===== config.mk =====
export PLATFORM = sky130hd
export DESIGN_NAME = data_mem_writer
export DESIGN_NICKNAME = d
export VERILOG_FILES = /design/src/rtl/data_mem_writer_pkg.sv /design/src/rtl/data_mem_writer_byte_packer.sv /design/src/rtl/data_mem_writer.sv
export SDC_FILE = /design/constraint.sdc
export NUM_CORES = 1
export LEC_CHECK = 0
export BUFFER_PORTS_ARGS = -buffer_cell sky130_fd_sc_hd__buf_2
export CAP_MARGIN = 20
export CORE_MARGIN = 5
export CORE_UTILIZATION = 48
export DETAILED_ROUTE_END_ITERATION = 16
export HOLD_SLACK_MARGIN = 0.1
export PLACE_DENSITY = 0.82
export SETUP_SLACK_MARGIN = 0.02
export SYNTH_ARGS = -nofsm -noshare
export SYNTH_HDL_FRONTEND = slang
export SYNTH_HIERARCHICAL = 1
export SYNTH_SLANG_ARGS = --single-unit

===== constraint.sdc =====
create_clock -name clk -period 2.1 [get_ports clk]
set_input_delay 0.42 -clock clk [delete_from_list [all_inputs] [get_ports clk]]
set_output_delay 0.42 -clock clk [all_outputs]
set_load 0.01 [all_outputs]

===== src/rtl/data_mem_writer_pkg.sv =====
// Shared types and constants for the byte-stream to data-memory loader.
// Holds the FSM state encoding and the word/address geometry.
package data_mem_writer_pkg;

   localparam int BYTES_PER_WORD = 4;
   localparam int ADDR_W         = 8;

   typedef enum logic [1:0] {
      S_IDLE,
      S_COLLECT,
      S_WRITE,
      S_DONE
   } state_t;

endpackage


===== src/rtl/data_mem_writer_byte_packer.sv =====
// Little-endian byte packer: byte idx 0 lands in word[7:0].
// Ports: clk, reset, clear (restart), load (byte accepted), byte_in -> idx, word.
module byte_packer
   import data_mem_writer_pkg::*;
(
   input  logic        clk,
   input  logic        reset,
   input  logic        clear,
   input  logic        load,
   input  logic [7:0]  byte_in,
   output logic [1:0]  idx,
   output logic [31:0] word
);

   always_ff @(posedge clk) begin
      if (reset || clear) begin
         idx  <= 2'd0;
         word <= 32'd0;
      end else if (load) begin
         word[{idx, 3'b000} +: 8] <= byte_in;
         // Wraps to 0 after the top byte, ready for the next word.
         idx <= idx + 2'd1;
      end
   end

endmodule


===== src/rtl/data_mem_writer.sv =====
// Collects a byte stream into 32-bit words and writes N_WORDS of them to
// data memory from BASE_ADDR up (address wraps mod 256).
// Ports: clk, reset (sync, active-high), start, byte_in/byte_valid/byte_ready
// stream in; we/waddr/wdata memory write; busy, done, checksum status.
// Optional feature: define DATA_MEM_WRITER_CHECKSUM_EN for a running byte sum;
// otherwise checksum is tied to zero.
module data_mem_writer
   import data_mem_writer_pkg::*;
#(
   parameter int          N_WORDS   = 64,
   parameter logic [7:0]  BASE_ADDR = 8'h00
) (
   input  logic        clk,
   input  logic        reset,
   input  logic        start,
   input  logic [7:0]  byte_in,
   input  logic        byte_valid,
   output logic        byte_ready,
   output logic        we,
   output logic [7:0]  waddr,
   output logic [31:0] wdata,
   output logic        busy,
   output logic        done,
   output logic [7:0]  checksum
);

   localparam logic [ADDR_W-1:0] LAST_WORD = ADDR_W'(N_WORDS - 1);
   localparam logic [1:0]        LAST_BYTE = 2'(BYTES_PER_WORD - 1);

   state_t            state;
   logic [ADDR_W-1:0] wcnt;
   logic [1:0]        idx;
   logic              accept;
   logic              restart;

   assign accept  = byte_valid && (state == S_COLLECT);
   assign restart = start && ((state == S_IDLE) || (state == S_DONE));

   byte_packer u_packer (
      .clk     (clk),
      .reset   (reset),
      .clear   (restart),
      .load    (accept),
      .byte_in (byte_in),
      .idx     (idx),
      .word    (wdata)
   );

   // Outputs are registered: each branch sets them for the state being entered.
   always_ff @(posedge clk) begin
      if (reset) begin
         state      <= S_IDLE;
         byte_ready <= 1'b0;
         we         <= 1'b0;
         busy       <= 1'b0;
         done       <= 1'b0;
         waddr      <= BASE_ADDR;
         wcnt       <= '0;
      end else begin
         unique case (state)
            S_IDLE, S_DONE: begin
               if (start) begin
                  state      <= S_COLLECT;
                  byte_ready <= 1'b1;
                  busy       <= 1'b1;
                  done       <= 1'b0;
                  waddr      <= BASE_ADDR;
                  wcnt       <= '0;
               end
            end
            S_COLLECT: begin
               if (accept && (idx == LAST_BYTE)) begin
                  state      <= S_WRITE;
                  byte_ready <= 1'b0;
                  we         <= 1'b1;
               end
            end
            S_WRITE: begin
               we <= 1'b0;
               if (wcnt == LAST_WORD) begin
                  state <= S_DONE;
                  busy  <= 1'b0;
                  done  <= 1'b1;
               end else begin
                  state      <= S_COLLECT;
                  byte_ready <= 1'b1;
                  wcnt       <= wcnt + 1'b1;
                  waddr      <= waddr + 1'b1;
               end
            end
            default: begin
               state      <= S_IDLE;
               byte_ready <= 1'b0;
               we         <= 1'b0;
               busy       <= 1'b0;
               done       <= 1'b0;
            end
         endcase
      end
   end

`ifdef DATA_MEM_WRITER_CHECKSUM_EN
   logic [7:0] csum;

   always_ff @(posedge clk) begin
      if (reset || restart) begin
         csum <= 8'h00;
      end else if (accept) begin
         csum <= csum + byte_in;
      end
   end

   assign checksum = csum;
`else
   assign checksum = 8'h00;
`endif

endmodule


==> results.py <==
metrics = {
    "finish": {
        "drive_gt1_frac": 0.236,
        "final_common_cell": "dfxtp_1",
        "most-common-layout-cells": "dfxtp_1, buf_2, nand2_1",
        "area_delta_synth_final_pct": 13.5,
        "diodes": 0,
        "fillers": 519,
        "multi_input_area_sq_mm": 0.00137,
        "finish.utilization": 0.557,
        "layout.nets": 372,
        "area.sequential_sq_mm": 0.00112,
    },
    "yosys": {
        "yosys_warnings": 6,
        "syn_area_sq_mm": 0.00268,
        "synth_flop_cell": "dfxtp_1",
        "synthDominantCellAreaShare": 0.418,
        "avgSynthCellArea_sq_um": 8.89,
        "async_flop_share": 0,
        "synth_area_leaders": "dfxtp_1, a32oi_1, nand2_1",
        "ys_ff_latch": 56,
        "synth_seq_area_share": 0.418,
        "synth_edf_count": 0,
        "netlist_instances": 302,
        "synth_cell_type_count": 49,
        "yosysTopAreaCell": "dfxtp_1",
    },
    "floorplanning": {
        "die_h_um": 84.8,
        "io_pins": 64,
        "fp.dieW_um": 84.8,
        "core_area_sq_mm": 0.00547,
        "num_rows": 27,
        "dieArea_sq_mm": 0.00719,
        "start_util": 0.490,
    },
    "grt": {
        "grtUsageMet2": 0.269,
        "top_usage_layer": "met2",
        "overflow": 0,
        "grtUsageMet3": 0.0393,
        "globalRouteMet1Util": 0.232,
        "grtUsageTotal": 0.171,
        "antenna_found_initial": 0,
        "grt_pass1_wl_mm": 10.3,
        "grt_pass1_vias": 2213,
        "grt_start_max_net_pins": 35,
    },
    "worst_setup_path": {
        "reg2reg_slack_ps": 140,
        "max_stage_delay_ps": 510,
        "cp_max_fo": 11,
        "cp.arrival_ps": 2190,
        "cp.depth": 6,
        "cp_slowest_cell": "or4b_1",
        "cp_num_buf_inv": 1,
        "crit_type": "flip-flop to flip-flop",
        "cp-start-kind": "flip-flop",
        "worstSetupEndpoint": "waddr[5]",
        "worstReg2RegStart": "state[0]",
        "startpoint": "state[0]",
        "end_kind": "flip-flop",
        "worstReg2RegEnd": "waddr[5]",
        "cp_cell_sequence": "inv_1 > ha_1 > mux2i_2 > o21bai_4 > or4b_1 > a31oi_1",
        "rr_worst_depth": 6,
        "worstPathRequired_ps": 2340,
        "crit_family": "simple AND/OR/NAND/NOR gates",
    },
    "timing": {
        "maxSlewViolCount": 0,
        "tightest_slew_ps": 593,
        "period_needed_ps": 1960,
        "setup_viol": 0,
        "rsz0062_at_grt": "false",
        "fin_skew_ps": 8.91,
        "fmax_mhz": 511,
        "timing.final.crit_share": 0.932,
        "setup_tns_ps": 0,
        "hold_viol_final": 0,
        "slew_headroom": 0.605,
    },
    "job": {
        "maxCapViolations": 0,
    },
    "route": {
        "drt-pass1-iter-count": 4,
        "num_vias": 2368,
        "vias_per_cell": 5.58,
        "route.detailed.drc": 0,
        "detail-route-antenna-nets": 0,
        "drt_wl_total_mm": 6.15,
        "drtIter0Drc": 143,
        "wl_per_cell_um": 14.5,
    },
    "clocking": {
        "cts_tree": "yes",
        "cts-root-buf": "clkbuf_8",
        "numCtsBuffers": 5,
        "cts_resized": 0,
        "clock_path_buffers": 2,
        "cts_htree_levels": 2,
        "hold_buffers": 0,
        "cts_setup_buffers": 0,
        "clk_pin_slew_ps": 100,
        "clk_latency_ps": 310,
        "cts_sinks": 56,
    },
    "place": {
        "dpl.hpwl_mm": 4.47,
        "gp_congestion": 0.823,
        "numPortBuffers": 55,
    },
    "min_path": {
        "hp-class": "input pin to flip-flop",
    },
    "power_and_ir_drop": {
        "ir_drop_uv": 389,
        "p_per_area_mw_per_mm2": 646,
        "leakagePower_nw": 1.19,
    },
    "run_status": {
        "status": "finished clean",
    },
}
==> metrics by stage <==
| step | hold WS (ps) | cells | power (mW) | setup WS [ps] | instance area, sq um |
|---|---|---|---|---|---|
| 6_report | 430 | 424 | 1.97 | 144 | 3050 |
| 5_1_grt | 426 | 424 | 2.06 | 61.8 | 3050 |
| 4_1_cts | 422 | 424 | 1.98 | 158 | 3050 |
| 3_5_place_dp | 443 | 416 | 1.28 | 186 | 2940 |
| 3_3_place_gp | 438 | 416 | 1.28 | 242 | 2940 |
| 2_1_floorplan | 455 | 309 | 1.24 | 325 | 2710 |
==> kinds of logic after synthesis <==
family	share of synthesized area
multiplexers	0.0172
adder cells (fa/ha/maj)	0.0420
AND/OR/NAND/NOR	0.279
XOR/XNOR	0.00326
AO/OA/AOI/OAI	0.159
flip-flops	0.418
buffers and inverters	0.0802
other	0.00140
==> report_power, final <==
group          leakage (nW)  switching [mW]  internal [mW]
sequential            0.452         0.00784           1.07
combinational         0.682           0.119         0.0606
clock                0.0558           0.346          0.361
==> cell usage after synthesis (all sizes together) (3+ instances only) <==
master,count
or4b,5
nand2,36
nand3b,4
nand3,14
ha,9
inv,6
nand2b,5
a32oi,16
nand4,18
nand4b,3
a21oi,25
clkbuf,9
and3,4
o22ai,3
nor3,4
dfxtp,56
nor2,26
nor2b,3
buf,18
a31oi,9
o21ai,5
==> state kept, by name, indices dropped and copies added, names as in the netlist, 2 cells and up <==
| name | flops |
|---|---|
| state | 2 |
| u_packer/word | 32 |
| waddr | 8 |
| u_packer/idx | 2 |
| wcnt | 8 |
==> worst min-delay path, cell delays in order <==
cell     delay, ps
buf_2          130
nand4_1         90
a21oi_1         60
==> area by class of cell <==
class,instances,share of cell area
clock inverter,2,0.0127
inverter,6,0.00739
timing repair buffer,62,0.108
clock buffer,6,0.0238
tap,72,0.0296
sequential,56,0.368
multi-input combinational,220,0.451
==> worst min path at each step <==
stage / start / end / slack [ps] / cells past startpoint
after detailed placement: u_packer/word[5] / u_packer/word[5] / 440 / 2
after floorplan: wcnt[5] / wcnt[5] / 450 / 1
final: byte_in[2] / u_packer/word[26] / 430 / 3
after global placement: u_packer/word[4] / u_packer/word[4] / 440 / 2
after global routing: byte_in[2] / u_packer/word[26] / 430 / 3
after CTS: byte_in[4] / u_packer/word[28] / 420 / 3
==> routing by layer <==
layer	vias to the layer above	share of wire
met2	63	0.47
met3	9	0.061
li1	1184	-
met1	1112	0.45
met5	-	0
met4	0	0.014
Power figures use the tool's default switching activity.
